### src/rtl/mmio_hub_pkg.sv
// Shared types, default internal register addresses and the region decoder
// used by the MMIO hub.
package mmio_pkg;

  typedef enum logic [1:0] {
    ST_IDLE,
    ST_WAIT,
    ST_RESP
  } state_e;

  // What kind of target an accepted request addresses.
  typedef enum logic [2:0] {
    AK_UNMAP,
    AK_SLV,
    AK_KEY,
    AK_KEY_EN,
    AK_AUDIO
  } acc_e;

  localparam logic [31:0] KEY_ADDR_DEF    = 32'h0000_F000;
  localparam logic [31:0] KEY_EN_ADDR_DEF = KEY_ADDR_DEF + 32'd4;
  localparam logic [31:0] AUDIO_ADDR_DEF  = KEY_ADDR_DEF + 32'd8;

  // Region tables are zero-padded to this many entries before decoding.
  localparam int MAX_SLV = 16;

  typedef struct packed {
    logic       hit;
    logic [3:0] idx;
  } dec_t;

  // Lowest-index region with base <= addr < base+size wins. The upper bound
  // is tested as (addr - base) < size so a region reaching the top of the
  // 32-bit space does not overflow.
  function automatic dec_t region_decode(input logic [31:0]          addr,
                                         input logic [MAX_SLV*32-1:0] base,
                                         input logic [MAX_SLV*32-1:0] size,
                                         input int                    n);
    dec_t r;
    r = '0;
    for (int i = MAX_SLV - 1; i >= 0; i--) begin
      if (i < n && addr >= base[i*32 +: 32] &&
          (addr - base[i*32 +: 32]) < size[i*32 +: 32]) begin
        r.hit = 1'b1;
        r.idx = 4'(i);
      end
    end
    return r;
  endfunction

endpackage

### src/rtl/mmio_hub_kbd_fifo.sv
// Keyboard byte FIFO. Pointers carry one extra wrap bit for full/empty.
// A push into a full FIFO succeeds when a pop happens in the same cycle;
// otherwise the byte is dropped and drop_o pulses.
module kbd_fifo #(
  parameter int KBD_DEPTH = 8,
  parameter int W         = 8
) (
  input  logic         clk,
  input  logic         rst,
  input  logic         push_i,
  input  logic [W-1:0] data_i,
  input  logic         pop_i,
  output logic [W-1:0] data_o,
  output logic         empty_o,
  output logic         full_o,
  output logic         drop_o
);
  localparam int AW = $clog2(KBD_DEPTH);

  logic [W-1:0] mem_q [KBD_DEPTH];
  logic [AW:0]  wr_q, rd_q;
  logic         do_push, do_pop;

  assign empty_o = (wr_q == rd_q);
  assign full_o  = (wr_q[AW] != rd_q[AW]) && (wr_q[AW-1:0] == rd_q[AW-1:0]);
  assign do_pop  = pop_i && !empty_o;
  assign do_push = push_i && (!full_o || do_pop);
  assign drop_o  = push_i && !do_push;
  assign data_o  = empty_o ? '0 : mem_q[rd_q[AW-1:0]];

  // Pointer advance; wraps naturally modulo 2*KBD_DEPTH.
  always_ff @(posedge clk) begin
    if (rst) begin
      wr_q <= '0;
      rd_q <= '0;
    end else begin
      if (do_push) wr_q <= wr_q + 1'b1;
      if (do_pop)  rd_q <= rd_q + 1'b1;
    end
  end

  // Storage write; contents are don't-care while empty, so no reset.
  always_ff @(posedge clk) begin
    if (do_push) mem_q[wr_q[AW-1:0]] <= data_i;
  end

endmodule

### src/rtl/mmio_hub.sv
// MMIO hub: decodes CPU requests onto slave regions or the internal
// keyboard/audio registers and returns a one-cycle ready response.
//
// state   | meaning
// IDLE    | waiting for cpu_ce; latches the request when it arrives
// WAIT    | slave read in flight, counting down the read latency
// RESP    | cpu_ready high for one cycle with rdata/err
module mmio_hub
  import mmio_pkg::*;
#(
  parameter int                   NUM_SLV     = 4,
  parameter logic [NUM_SLV*32-1:0] SLV_BASE   = {32'h0008_0000, 32'h0004_0000, 32'h0002_0000, 32'h0001_0000},
  parameter logic [NUM_SLV*32-1:0] SLV_SIZE   = {32'hFFF8_0000, 32'h0004_0000, 32'h0002_0000, 32'h0001_0000},
  parameter int                   RD_LAT      = 1,
  parameter int                   KBD_DEPTH   = 8,
  parameter logic [31:0]          KEY_ADDR    = KEY_ADDR_DEF,
  parameter logic [31:0]          KEY_EN_ADDR = KEY_ADDR + 32'd4,
  parameter logic [31:0]          AUDIO_ADDR  = KEY_ADDR + 32'd8
) (
  input  logic                  clk,
  input  logic                  rst,
  input  logic                  cpu_ce,
  input  logic                  cpu_we,
  input  logic [31:0]           cpu_addr,
  input  logic [3:0]            cpu_sel,
  input  logic [31:0]           cpu_wdata,
  output logic [31:0]           cpu_rdata,
  output logic                  cpu_ready,
  output logic                  cpu_err,
  output logic [NUM_SLV-1:0]    slv_ce,
  output logic [NUM_SLV-1:0]    slv_we,
  output logic [31:0]           slv_addr,
  output logic [3:0]            slv_sel,
  output logic [31:0]           slv_wdata,
  input  logic [NUM_SLV*32-1:0] slv_rdata,
  input  logic [7:0]            kb_ascii,
  input  logic                  kb_valid,
  output logic                  audio_en,
  output logic                  kb_overflow
);
  localparam int PADW = MAX_SLV * 32;
  localparam logic [PADW-1:0] BASE_PAD = PADW'(SLV_BASE);
  localparam logic [PADW-1:0] SIZE_PAD = PADW'(SLV_SIZE);

  state_e             state_q;
  logic [1:0]         cnt_q;
  logic [3:0]         idx_q;
  logic [NUM_SLV-1:0] slv_ce_q, slv_we_q;
  logic [31:0]        slv_addr_q, slv_wdata_q, rdata_q;
  logic [3:0]         slv_sel_q;
  logic               ready_q, err_q;
  logic               key_pop_q, aud_wr_q, aud_val_q, ken_wr_q;
  logic               audio_q, ovf_q, ovf_d;

  dec_t               dec;
  acc_e               kind_d;
  logic [31:0]        slv_off;
  logic [NUM_SLV-1:0] hit_oh;
  logic [31:0]        slv_rdata_sel;
  logic [7:0]         kb_head;
  logic               kb_empty, kb_full, kb_drop, kb_pop;

  // Address decode of the live request; internal registers win over regions.
  always_comb begin
    dec     = region_decode(cpu_addr, BASE_PAD, SIZE_PAD, NUM_SLV);
    slv_off = cpu_addr - BASE_PAD[32*dec.idx +: 32];
    hit_oh  = NUM_SLV'(1) << dec.idx;
    if (cpu_addr == KEY_ADDR)         kind_d = AK_KEY;
    else if (cpu_addr == KEY_EN_ADDR) kind_d = AK_KEY_EN;
    else if (cpu_addr == AUDIO_ADDR)  kind_d = AK_AUDIO;
    else if (dec.hit)                 kind_d = AK_SLV;
    else                              kind_d = AK_UNMAP;
  end

  // Read-data mux for the region latched at acceptance.
  always_comb begin
    slv_rdata_sel = '0;
    for (int i = 0; i < NUM_SLV; i++) begin
      if (idx_q == 4'(i)) slv_rdata_sel = slv_rdata[i*32 +: 32];
    end
  end

  // Request FSM with registered slave strobes and CPU response.
  // KEY reads snapshot the head byte and empty flag at acceptance, so a
  // push landing later cannot turn an empty-read into a spurious pop.
  always_ff @(posedge clk) begin
    if (rst) begin
      state_q     <= ST_IDLE;
      cnt_q       <= '0;
      idx_q       <= '0;
      slv_ce_q    <= '0;
      slv_we_q    <= '0;
      slv_addr_q  <= '0;
      slv_sel_q   <= '0;
      slv_wdata_q <= '0;
      rdata_q     <= '0;
      ready_q     <= 1'b0;
      err_q       <= 1'b0;
      key_pop_q   <= 1'b0;
      aud_wr_q    <= 1'b0;
      aud_val_q   <= 1'b0;
      ken_wr_q    <= 1'b0;
      audio_q     <= 1'b0;
    end else begin
      slv_ce_q <= '0;
      slv_we_q <= '0;
      case (state_q)
        ST_IDLE: begin
          if (cpu_ce) begin
            slv_sel_q   <= cpu_sel;
            slv_wdata_q <= cpu_wdata;
            aud_wr_q    <= (kind_d == AK_AUDIO) && cpu_we && cpu_sel[0];
            aud_val_q   <= cpu_wdata[0];
            ken_wr_q    <= (kind_d == AK_KEY_EN) && cpu_we;
            key_pop_q   <= 1'b0;
            ready_q     <= 1'b1;
            state_q     <= ST_RESP;
            case (kind_d)
              AK_SLV: begin
                idx_q      <= dec.idx;
                slv_addr_q <= slv_off;
                slv_ce_q   <= hit_oh;
                slv_we_q   <= cpu_we ? hit_oh : '0;
                if (!cpu_we) begin
                  ready_q <= 1'b0;
                  cnt_q   <= 2'(RD_LAT - 1);
                  state_q <= ST_WAIT;
                end
              end
              AK_KEY: begin
                if (!cpu_we && !kb_empty) begin
                  rdata_q   <= {4{kb_head}};
                  key_pop_q <= 1'b1;
                end
              end
              AK_KEY_EN: if (!cpu_we) rdata_q <= {31'b0, !kb_empty};
              AK_AUDIO:  if (!cpu_we) rdata_q <= {31'b0, audio_q};
              default:   err_q <= 1'b1;
            endcase
          end
        end
        ST_WAIT: begin
          if (cnt_q == 2'd0) begin
            rdata_q <= slv_rdata_sel;
            ready_q <= 1'b1;
            state_q <= ST_RESP;
          end else begin
            cnt_q <= cnt_q - 2'd1;
          end
        end
        ST_RESP: begin
          ready_q   <= 1'b0;
          rdata_q   <= '0;
          err_q     <= 1'b0;
          key_pop_q <= 1'b0;
          aud_wr_q  <= 1'b0;
          ken_wr_q  <= 1'b0;
          if (aud_wr_q) audio_q <= aud_val_q;
          state_q   <= ST_IDLE;
        end
        default: state_q <= ST_IDLE;
      endcase
    end
  end

  assign kb_pop = (state_q == ST_RESP) && key_pop_q;

  // Sticky overflow; a fresh drop wins over a same-cycle clear.
  always_comb begin
    ovf_d = ovf_q;
    if ((state_q == ST_RESP) && ken_wr_q) ovf_d = 1'b0;
    if (kb_drop) ovf_d = 1'b1;
  end

  // Overflow flag register.
  always_ff @(posedge clk) begin
    if (rst) ovf_q <= 1'b0;
    else     ovf_q <= ovf_d;
  end

  kbd_fifo #(
    .KBD_DEPTH(KBD_DEPTH),
    .W        (8)
  ) u_kbd_fifo (
    .clk    (clk),
    .rst    (rst),
    .push_i (kb_valid),
    .data_i (kb_ascii),
    .pop_i  (kb_pop),
    .data_o (kb_head),
    .empty_o(kb_empty),
    .full_o (kb_full),
    .drop_o (kb_drop)
  );

  // Response is masked while rst is high so an aborted RESP never shows ready.
  assign cpu_ready   = ready_q & ~rst;
  assign cpu_err     = err_q & ~rst;
  assign cpu_rdata   = rst ? '0 : rdata_q;
  assign slv_ce      = slv_ce_q;
  assign slv_we      = slv_we_q;
  assign slv_addr    = slv_addr_q;
  assign slv_sel     = slv_sel_q;
  assign slv_wdata   = slv_wdata_q;
  assign audio_en    = audio_q;
  assign kb_overflow = ovf_q;

  logic unused_full;
  assign unused_full = kb_full;

endmodule

### config.mk
export PLATFORM = sky130hd
export DESIGN_NAME = mmio_hub
export DESIGN_NICKNAME = d
export VERILOG_FILES = /design/src/rtl/mmio_hub_pkg.sv /design/src/rtl/mmio_hub_kbd_fifo.sv /design/src/rtl/mmio_hub.sv
export SDC_FILE = /design/constraint.sdc
export NUM_CORES = 1
export LEC_CHECK = 0
export CORE_ASPECT_RATIO = 0.8
export CORE_MARGIN = 2
export CORE_UTILIZATION = 45
export CTS_BUF_LIST = sky130_fd_sc_hd__clkbuf_8
export DETAILED_ROUTE_END_ITERATION = 10
export GPL_ROUTABILITY_DRIVEN = 0
export GPL_TIMING_DRIVEN = 0
export PLACE_DENSITY = 0.78
export SYNTH_ARGS = -nofsm -noshare
export SYNTH_HDL_FRONTEND = slang
export SYNTH_SLANG_ARGS = --single-unit
### constraint.sdc
create_clock -name clk -period 11 [get_ports clk]
set_clock_uncertainty 0.15 [all_clocks]
set_input_delay 1.1 -clock clk [delete_from_list [all_inputs] [get_ports clk]]
set_output_delay 1.1 -clock clk [all_outputs]
set_load 0.1 [all_outputs]
# Word-level counts from Yosys, hierarchy flattened
# Memories as Yosys holds them, arrays and structs flattened. A register that Yosys moved wholly into a read port is not among the register bits.
# Cells that the tools add are included.
# Widths: inputs -> output; s select.
# totals
elab_cells	161
out_inout_bits	112
ram_bits	64
ff_bits	132
n_memories	1
# op_classes
reduce_logical	38
shifts	2
n_eq_ne	25
add_sub_neg	8
n_bitwise	7
mux	53
magnitude_cmp	8
# memory_table
memory	words	width	read_ports	rd_clocked_by_memory_dff	wr	line_no	text
u_kbd_fifo.mem_q	8	8	1	1	1	mmio_hub_kbd_fifo.sv:20	logic [W-1:0] mem_q [KBD_DEPTH];
# op_table
cell	count
$shiftx 512x10->32 const A	1
$mux 32	10
$pmux 32 s3	2
$eq 32x16->1 const B	3
$ge 32x17->1 const B	1
$ge 32x18->1 const B	1
$ge 32x19->1 const B	1
$ge 32x20->1 const B	1
$lt 32x17->1 const B	1
$lt 32x18->1 const B	1
$lt 32x19->1 const B	1
$lt 32x32->1 const B	1
$sub 32x17->32 const B	1
$sub 32x18->32 const B	1
$sub 32x19->32 const B	1
$sub 32x20->32 const B	1
$sub 32x32->32	1
$mux 5	4
$mux 1	16
$mux 2	8
$mux 3	5
$logic_and 1x1->1	14
$ne 2x2->1 const B	5
$ne 3x3->1 const B	3
33 further kinds	57

# Longest topological paths before layout
# Gate-level depths: netlist of the first run.
# depth
depth_word	16
mapped_depth	21
depth_no_buf	19

# By module
# Synthesis of the first run repeated with hierarchy kept, for this count alone.
# hier_totals
cells_unflattened	1000
hier_area_um2	10138.5
# by_module_without_submodules
module	area_each_um2	cells_each	instances	seq_area_each_um2
mmio_hub	7030.5	826	1	2422.3
kbd_fifo	3108.0	174	1	2142.1

# Worst setup path after synthesis of the first run
# Ideal clock, no wire load.
# synth_timing
path_type	in2reg
startpoint	input cpu_addr[19]
endpoint	register slv_addr_q[28] (netlist: slv_addr[28])
setup_time_ps	86
arrival_time_ps	5243
t_required_ps	10764
path_stages	20
setup_slack_ps	5521
path_cell_list	clkbuf_1 -> inv_1 -> ha_1 -> clkbuf_1 -> inv_1 -> o31ai_1 -> nor3b_1 -> nand4_1 -> o31a_1 -> nand2b_1 -> nor2_1 -> nor2_1 -> ha_1 -> o21a_1 -> o21ai_0 -> a21boi_0 -> nor4_1 -> nor2b_1 -> a22oi_1 -> a211oi_1
# synth_via
elab_chain_len	13
word_cells_on_any_way	31
# synth_rtl
item	line_no	text
start, declared	mmio_hub.sv:24	input logic [31:0] cpu_addr,
branches (longest 13 deep; another with $sub 32x20->32)	--	
end signal, assigned	mmio_hub.sv:121	slv_addr_q <= slv_off;
end, declared	mmio_hub.sv:49	logic [31:0] slv_addr_q, slv_wdata_q, rdata_q;
# Several ways; the timed one is not identified.
# A chain may end at the register's enable or synchronous reset.

# Final worst setup path of the first run
# layout_timing
startpoint	input cpu_addr[19]
endpoint	register slv_addr_q[25] (netlist: slv_addr[25])
# Same word-level chain as after synthesis.

==> summary.txt, run 1 <==
==============================================================================
Number of buffers between clock root and the deepest sink                    2
Initial antenna violation count                                              0
Antenna cells                                                                0
First-pass GRT wire length                                            48800 µm
Total placed cells including tap cells                                    1614
Number of I/O pins                                                         321
Commonest cells after routing, fill and taps aside                314 x sky130_fd_sc_hd__clkdlybuf4s50_1, 148 x sky130_fd_sc_hd__nand2_1, 132 x sky130_fd_sc_hd__dfxtp_1
Avg Vias per Cell                                                         5.65
Avg Synthesized Cell Area                                             9.98 µm²
Critical path, cell by cell                                       clkdlybuf4s50_1 > clkbuf_1 > inv_1 > ha_1 > clkbuf_1 > inv_1 > o31ai_1 > nor3b_1 > nand4_1 > o31a_1 > nand2b_1 > nor2_1 > nor2_1 > ha_1 > o21a_1 > o21ai_0 > a21boi_0 > nor4_1 > nor2b_1 > xnor2_1 > a211oi_1
Chip Width                                                              170 µm
CP Max Fanout                                                               10
Worst setup EP type                                                       flop
CTS tree                                                                 built
WP data required                                                      11.23 ns
Worst Path Arrival                                                     7.13 ns
Initial DRT Pass Iterations                                                  7
Total Power Consumption                                                1.91 mW
Number of design rule violations left after detail routing                   0
Most common cell after layout, fill and taps aside                sky130_fd_sc_hd__clkdlybuf4s50_1
Placement-stage cell area                                           0.0135 mm²
Aggregate global-route resource usage                                    0.277
Core Box Area                                                       0.0217 mm²
Number of warnings issued by yosys                                           0
Category of the worst setup path launch point                       input port
Class of the worst hold path                                      flop to flop
RSZ-0062 raised after global routing                                        no
Routed wire per std cell                                               19.9 µm
Fraction of registers with async set or reset after synthesis                0
Cts hold-fix bufs                                                            0
Root buf cell                                                     sky130_fd_sc_hd__clkbuf_8
Startpoint-to-endpoint class of the critical path                 input port to flop
Period utilisation layout                                                0.627
Number of cells produced by synthesis                                      998
Final setup vio count                                                        0
Layout Nets                                                               1558
Area of the mapped netlist                                         0.00996 mm²
Number of buffers inserted during clock tree synthesis                      17
EDFF count, synth                                                           64
FILL cells                                                                1776
Number of library cell types mapped by synthesis                            70
Highest attainable clock frequency                                   0.145 GHz
Static leakage power                                                   4.63 nW
Detailed Route WL                                                     32800 µm
Dpl hpwl                                                              25700 µm
Clock sink count                                                           196
Number of standard cells in the layout, taps in and fillers out           1646
Setup TNS after final layout                                              0 ns
Detailed Route Iter0 Violations                                            810
Number of instances resized during post-cts repair                           0
Headroom to the max-slew limit                                           0.141
Final design area excluding fillers                                 0.0140 mm²
Clock latency at the later pin of the worst-skew pair                  0.48 ns
Layout cell share with drive strength beyond 1                           0.102
Overall via count from detail_route                                       9308
Number of maximum-capacitance constraint violations                          0
Starting density of the core                                             0.460
Worst VDD drop                                                       0.0764 mV
Period minus WS final                                                  6.90 ns
DIE HEIGHT                                                              137 µm
Area grow syn2layout                                                     40.1%
Hold violation count in the final report                                     0
Slew at the pin with the worst max-slew slack                          1.28 ns
Net count of the mapped netlist                                           1223
Clock slew at reported path FFs                                        0.12 ns
Number of max-slew violations in the final report                            0
Buffers added on ports                                                     314
Worst stage delay on the critical path                                 0.78 ns
Overflow left after global routing                                           0
Cell Rows                                                                   48
Run status                                                        complete, no violations
Antenna Nets Post-Route                                                      0
Die Area                                                            0.0234 mm²
Via count of the first global-routing pass                                8692
Yosys reg bits                                                             196
Post-CTS setup buffers                                                       0
Sequential fraction of the synthesis area                                0.458
H-tree lvl count                                                             4
Main synth FF type                                                sky130_fd_sc_hd__dfxtp_1
Highest-delay cell along the critical path                        sky130_fd_sc_hd__nor4_1
Total power per unit cell area                                      137 mW/mm²
Pin count of the biggest net entering global routing                        24
==============================================================================
[per-layer routing]
metal  track usage  wire [µm]  vias to the layer above  share of wire
li1              -          -                     4305              -
met1         0.383      14000                     4480           0.43
met2         0.442      15100                      469           0.46
met3        0.0564       2930                       54          0.090
met4        0.0783        732                        0          0.022
met5             0          0                        -              0
[cell type report]
type                            count  area [µm²]  share of cell area
Clock inverter                     15         209              0.0150
Clock buffer                       17         234              0.0168
Inverter                           20        75.1             0.00538
Multi-Input combinational cell    701        4980               0.357
Buffer                             81         364              0.0261
Timing Repair Buffer              316        3160               0.226
Sequential cell                   196        4560               0.327
Tap cell                          300         375              0.0269
[cell families (layout without fill, tap and decap cells)]
family,Yosys count,after routing,share of synthesized area
AND/OR/NAND/NOR,387,387,0.197
AO/OA/AOI/OAI,211,211,0.135
flip-flops,196,196,0.458
buffers and inverters,101,449,0.0441
multiplexers,58,58,0.120
XOR/XNOR,29,29,0.0255
adder cells (fa/ha/maj),16,16,0.0201
[registers in the layout, summed over array words and instances, names as in the netlist, named ones only]
name and flops:
u_kbd_fifo.wr_q 4, state_q 2, idx_q 2, key_pop_q 1, slv_wdata 32, ready_q 1
u_kbd_fifo.rd_q 4, rdata_q 32, slv_ce 4, err_q 1, audio_en 1, aud_wr_q 1
ken_wr_q 1, slv_addr 32, cnt_q 2, kb_overflow 1, u_kbd_fifo.mem_q 64, slv_sel 4
slv_we 4
[synthesized netlist by cell type (2+ instances only)]
| master | number | area [µm²] |
|---|---|---|
| sky130_fd_sc_hd__a2111oi_4 | 2 | 55.1 |
| sky130_fd_sc_hd__a211oi_1 | 45 | 338 |
| sky130_fd_sc_hd__a21boi_0 | 5 | 37.5 |
| sky130_fd_sc_hd__a21o_1 | 2 | 15.0 |
| sky130_fd_sc_hd__a21oi_1 | 94 | 470 |
| sky130_fd_sc_hd__a22oi_1 | 3 | 22.5 |
| sky130_fd_sc_hd__a311oi_1 | 2 | 17.5 |
| sky130_fd_sc_hd__a31oi_1 | 3 | 18.8 |
| sky130_fd_sc_hd__a41oi_1 | 2 | 17.5 |
| sky130_fd_sc_hd__and2_1 | 3 | 18.8 |
| sky130_fd_sc_hd__and3_1 | 2 | 12.5 |
| sky130_fd_sc_hd__and3b_1 | 2 | 17.5 |
| sky130_fd_sc_hd__buf_1 | 8 | 30.0 |
| sky130_fd_sc_hd__buf_2 | 15 | 75.1 |
| sky130_fd_sc_hd__buf_6 | 5 | 56.3 |
| sky130_fd_sc_hd__clkbuf_1 | 52 | 195 |
| sky130_fd_sc_hd__dfxtp_1 | 132 | 2640 |
| sky130_fd_sc_hd__edfxtp_1 | 64 | 1920 |
| sky130_fd_sc_hd__ha_1 | 16 | 200 |
| sky130_fd_sc_hd__inv_1 | 20 | 75.1 |
| sky130_fd_sc_hd__mux2_2 | 8 | 90.1 |
| sky130_fd_sc_hd__mux2i_1 | 2 | 20.0 |
| sky130_fd_sc_hd__mux4_2 | 48 | 1080 |
| sky130_fd_sc_hd__nand2_1 | 148 | 556 |
| sky130_fd_sc_hd__nand2b_1 | 6 | 37.5 |
| sky130_fd_sc_hd__nand3_1 | 33 | 165 |
| sky130_fd_sc_hd__nand4_1 | 16 | 100 |
| sky130_fd_sc_hd__nand4b_1 | 2 | 17.5 |
| sky130_fd_sc_hd__nor2_1 | 72 | 270 |
| sky130_fd_sc_hd__nor2b_1 | 38 | 238 |
| sky130_fd_sc_hd__nor3_1 | 17 | 85.1 |
| sky130_fd_sc_hd__nor3b_1 | 5 | 37.5 |
| sky130_fd_sc_hd__nor4_1 | 8 | 50.1 |
| sky130_fd_sc_hd__nor4_2 | 5 | 62.6 |
| sky130_fd_sc_hd__nor4_4 | 4 | 85.1 |
| sky130_fd_sc_hd__nor4b_1 | 3 | 26.3 |
| sky130_fd_sc_hd__o2111ai_1 | 2 | 17.5 |
| sky130_fd_sc_hd__o21a_1 | 2 | 15.0 |
| sky130_fd_sc_hd__o21ai_0 | 29 | 145 |
| sky130_fd_sc_hd__o22ai_1 | 3 | 18.8 |
| sky130_fd_sc_hd__o31a_1 | 3 | 26.3 |
| sky130_fd_sc_hd__or3_1 | 6 | 37.5 |
| sky130_fd_sc_hd__or4_1 | 7 | 52.6 |
| sky130_fd_sc_hd__xnor2_1 | 13 | 114 |
| sky130_fd_sc_hd__xor2_1 | 16 | 140 |
[metrics by stage]
step | hold slack (ns) | setup slack, ns | utilization
finish | 0.311 | 4.10 | 0.644
global route | 0.331 | 3.71 | 0.644
CTS | 0.314 | 4.29 | 0.644
detailed placement | 0.297 | 3.81 | 0.623
global placement | 0.294 | 3.97 | 0.622
floorplan | 0.282 | 5.52 | -
[power breakdown]
part           internal, mW  switching [mW]
combinational         0.204           0.394
sequential            0.791          0.0222
clock                 0.185           0.316
total                  1.18           0.732
[worst max-delay path, delay by kind of cell]
family                     cells  cell delay, ns
and+or+nand+nor                7            2.05
xor gates and xnor gates       1            0.12
adders and majority gates      2            0.54
buffers and inverters          5            1.62
AOI/OAI and AO/OA              6            1.69
[final timing paths]
| check | start | end | slack, ns | cells after the start |
|---|---|---|---|---|
| worst max register to register | flop | rdata_q[28] | 7.58 | 6 |
| worst min register to register | slv_wdata[11] | slv_wdata[11] | 0.31 | 2 |
| worst min-delay path | slv_wdata[11] | slv_wdata[11] | 0.31 | 2 |
| worst max-delay path | cpu_addr[19] | slv_addr[25] | 4.10 | 21 |
Power figures use the tool's default switching activity.
==> inputs of run 2 (changes only) <==
--- a/config.mk
+++ b/config.mk
@@ -7,12 +7,12 @@
 export LEC_CHECK = 0
 export CORE_ASPECT_RATIO = 0.8
 export CORE_MARGIN = 2
-export CORE_UTILIZATION = 45
+export CORE_UTILIZATION = 44
 export CTS_BUF_LIST = sky130_fd_sc_hd__clkbuf_8
 export DETAILED_ROUTE_END_ITERATION = 10
 export GPL_ROUTABILITY_DRIVEN = 0
 export GPL_TIMING_DRIVEN = 0
-export PLACE_DENSITY = 0.78
+export PLACE_DENSITY = 0.8
 export SYNTH_ARGS = -nofsm -noshare
 export SYNTH_HDL_FRONTEND = slang
 export SYNTH_SLANG_ARGS = --single-unit
==> constraint.sdc (replaced) <==
create_clock -name clk -period 6 [get_ports clk]
set_clock_uncertainty 0.15 [all_clocks]
set_input_delay 0.6 -clock clk [delete_from_list [all_inputs] [get_ports clk]]
set_output_delay 0.6 -clock clk [all_outputs]
set_load 0.1 [all_outputs]
==> run 2 against run 1 <==
Against the previous run: worst setup slack got worse by 3.8 ns; combinational power rose by 84%; critical path depth did not move; die area rose by 2.2%; final area rose by 0.25%; routed wire length barely moved; final cell count rose by 0.36%; global-route usage fell by 0.49 points; non-clock buffer count did not move; sequential share of layout area fell by 0.082 points; count of clock-buffer cells in the layout did not move; highest routed layer unchanged.
==> summary.txt, run 2 (same netlist as run 1, synthesis figures left out) <==
=========================================================================
Chip Width                                                         172 µm
Hold path depth                                                         2
Class of the worst hold path                                 flop to flop
Post-route core utilization                                         0.625
CTS tree                                                            built
Cell Rows                                                              49
Overall via count from detail_route                                  9303
Total Power Consumption                                           3.52 mW
Buffers added on ports                                                314
Via count of the first global-routing pass                           9005
Clock sink count                                                      196
Final setup vio count                                                   0
Antenna Nets Post-Route                                                 0
Register area                                                 0.00456 mm²
Clock latency at the later pin of the worst-skew pair             0.50 ns
Area grow syn2layout                                                40.4%
Initial DRT Pass Iterations                                             5
CP Max Fanout                                                          10
Commonest cells after routing, fill and taps aside           314 x sky130_fd_sc_hd__clkdlybuf4s50_1, 148 x sky130_fd_sc_hd__nand2_1, 132 x sky130_fd_sc_hd__dfxtp_1
FILL cells                                                           1828
DIE HEIGHT                                                         139 µm
Flip-flop count of the largest register after layout                   64
Worst VDD drop                                                   0.123 mV
Overflow left after global routing                                      0
WP data required                                                  6.25 ns
Worst Path Arrival                                                5.92 ns
Antenna cells                                                           0
RSZ-0062 raised after global routing                                   no
Period utilisation layout                                           0.945
Footprint of the multi-input gates                            0.00499 mm²
Worst-case hold path end point                               slv_wdata[1]
Total power per unit cell area                                 252 mW/mm²
Layout Nets                                                          1558
Detailed Route WL                                                32800 µm
Run status                                                   complete, no violations
Detailed Route Iter0 Violations                                       721
Number of maximum-capacitance constraint violations                     0
Startpoint of the lowest-slack hold path                     slv_wdata[1]
Reg-to-reg setup timing slack                                     2.54 ns
Initial antenna violation count                                         0
Dpl hpwl                                                         25500 µm
Worst setup EP type                                                  flop
Core Box Area                                                  0.0224 mm²
Most common cell after layout, fill and taps aside           sky130_fd_sc_hd__clkdlybuf4s50_1
Headroom to the max-slew limit                                     0.0944
H-tree lvl count                                                        4
First-pass GRT wire length                                       49800 µm
Number of max-slew violations in the final report                       0
Pin count of the biggest net entering global routing                   25
Static leakage power                                              4.65 nW
Die Area                                                       0.0239 mm²
Aggregate global-route resource usage                               0.272
Number of buffers inserted during clock tree synthesis                 17
Slew at the pin with the worst max-slew slack                     1.36 ns
Period minus WS final                                             5.67 ns
Worst flop-to-flop path endpoint                              rdata_q[28]
Clock slew at reported path FFs                                   0.12 ns
Starting density of the core                                        0.445
Root buf cell                                                sky130_fd_sc_hd__clkbuf_8
Number of I/O pins                                                    321
Cts hold-fix bufs                                                       0
Layout cell share with drive strength beyond 1                      0.104
Routed wire per std cell                                          19.9 µm
Avg Vias per Cell                                                    5.63
Highest attainable clock frequency                              0.176 GHz
Number of design rule violations left after detail routing              0
Worst R2R Path Depth                                                    6
Hold violation count in the final report                                0
Setup TNS after final layout                                         0 ns
Category of the worst setup path launch point                  input port
Minimum hold slack                                               0.313 ns
Origin of the worst setup path                               cpu_addr[19]
Number of buffers between clock root and the deepest sink               2
Startpoint-to-endpoint class of the critical path            input port to flop
=========================================================================
## run 2: cell count changes in the layout (fill, tap and decap cells not counted), sizes merged
cell | previous run | this run
clkinv | 5 | 6
inv | 30 | 29
## run 2: area by class of cell
cell class              instances  share of cell area
clock inverters                15              0.0156
well taps                     306              0.0274
flip-flops and latches        196               0.326
repair buffers                316               0.226
clock buffers                  17              0.0167
plain buffers                  81              0.0262
inverters                      20             0.00536
multi-input cells             701               0.357
## run 2: worst max-delay path by stage
stage	endpoint	slack, ns	cells past startpoint
after floorplan	slv_addr[28]	1.02	20
after global placement	slv_addr[26]	-0.50	22
after detailed placement	slv_addr[28]	-0.67	21
after CTS	slv_addr[28]	0.10	21
after global routing	slv_addr[28]	0.001	21
final	slv_addr[28]	0.33	21
## run 2: repair_timing
| item | CTS | global route |
|---|---|---|
| setup buffers | 0 | 0 |
| endpoints found under the setup margin | 4 | 9 |
| gates resized for setup | 1 | 5 |
## run 2: power by group
group | internal (mW) | switching [mW] | leakage, nW | total, mW
Combinational | 0.374 | 0.727 | 2.76 | 1.10
Clock | 0.342 | 0.589 | 0.221 | 0.931
Sequential | 1.45 | 0.0394 | 1.66 | 1.49
## run 2: critical path, cell delays in order
cell and delay [ns]:
sky130_fd_sc_hd__clkdlybuf4s50_1 0.64, sky130_fd_sc_hd__clkbuf_2 0.28, sky130_fd_sc_hd__inv_1 0.12, sky130_fd_sc_hd__ha_1 0.23, sky130_fd_sc_hd__clkbuf_2 0.20, sky130_fd_sc_hd__nand3b_1 0.19
sky130_fd_sc_hd__o31ai_1 0.07, sky130_fd_sc_hd__nor3b_1 0.35, sky130_fd_sc_hd__nand4_1 0.19, sky130_fd_sc_hd__o31a_1 0.39, sky130_fd_sc_hd__nand2b_1 0.20, sky130_fd_sc_hd__nor2_1 0.11
sky130_fd_sc_hd__nor2_1 0.06, sky130_fd_sc_hd__ha_1 0.36, sky130_fd_sc_hd__o21a_1 0.22, sky130_fd_sc_hd__o21ai_0 0.29, sky130_fd_sc_hd__a21boi_0 0.28, sky130_fd_sc_hd__nor4_4 0.37
sky130_fd_sc_hd__nor2b_1 0.35, sky130_fd_sc_hd__a22oi_1 0.14, sky130_fd_sc_hd__a211oi_1 0.27
## run 2: routing by layer
layer / wire length (µm) / up-vias / global-route usage
met1: 13700 / 4476 / 0.359
met4: 848 / 0 / 0.0849
li1: - / 4304 / -
met3: 3140 / 56 / 0.0782
met2: 15200 / 467 / 0.432
met5: 0 / - / 0
## run 2: per-stage QoR
step	std cells	instance area, µm²	worst slack (ns)
2_1_floorplan	998	9960	1.02
3_3_place_gp	1618	13500	-0.498
3_5_place_dp	1620	13500	-0.672
4_1_cts	1652	14000	0.100
5_1_grt	1652	14000	0.00123
6_report	1652	14000	0.328
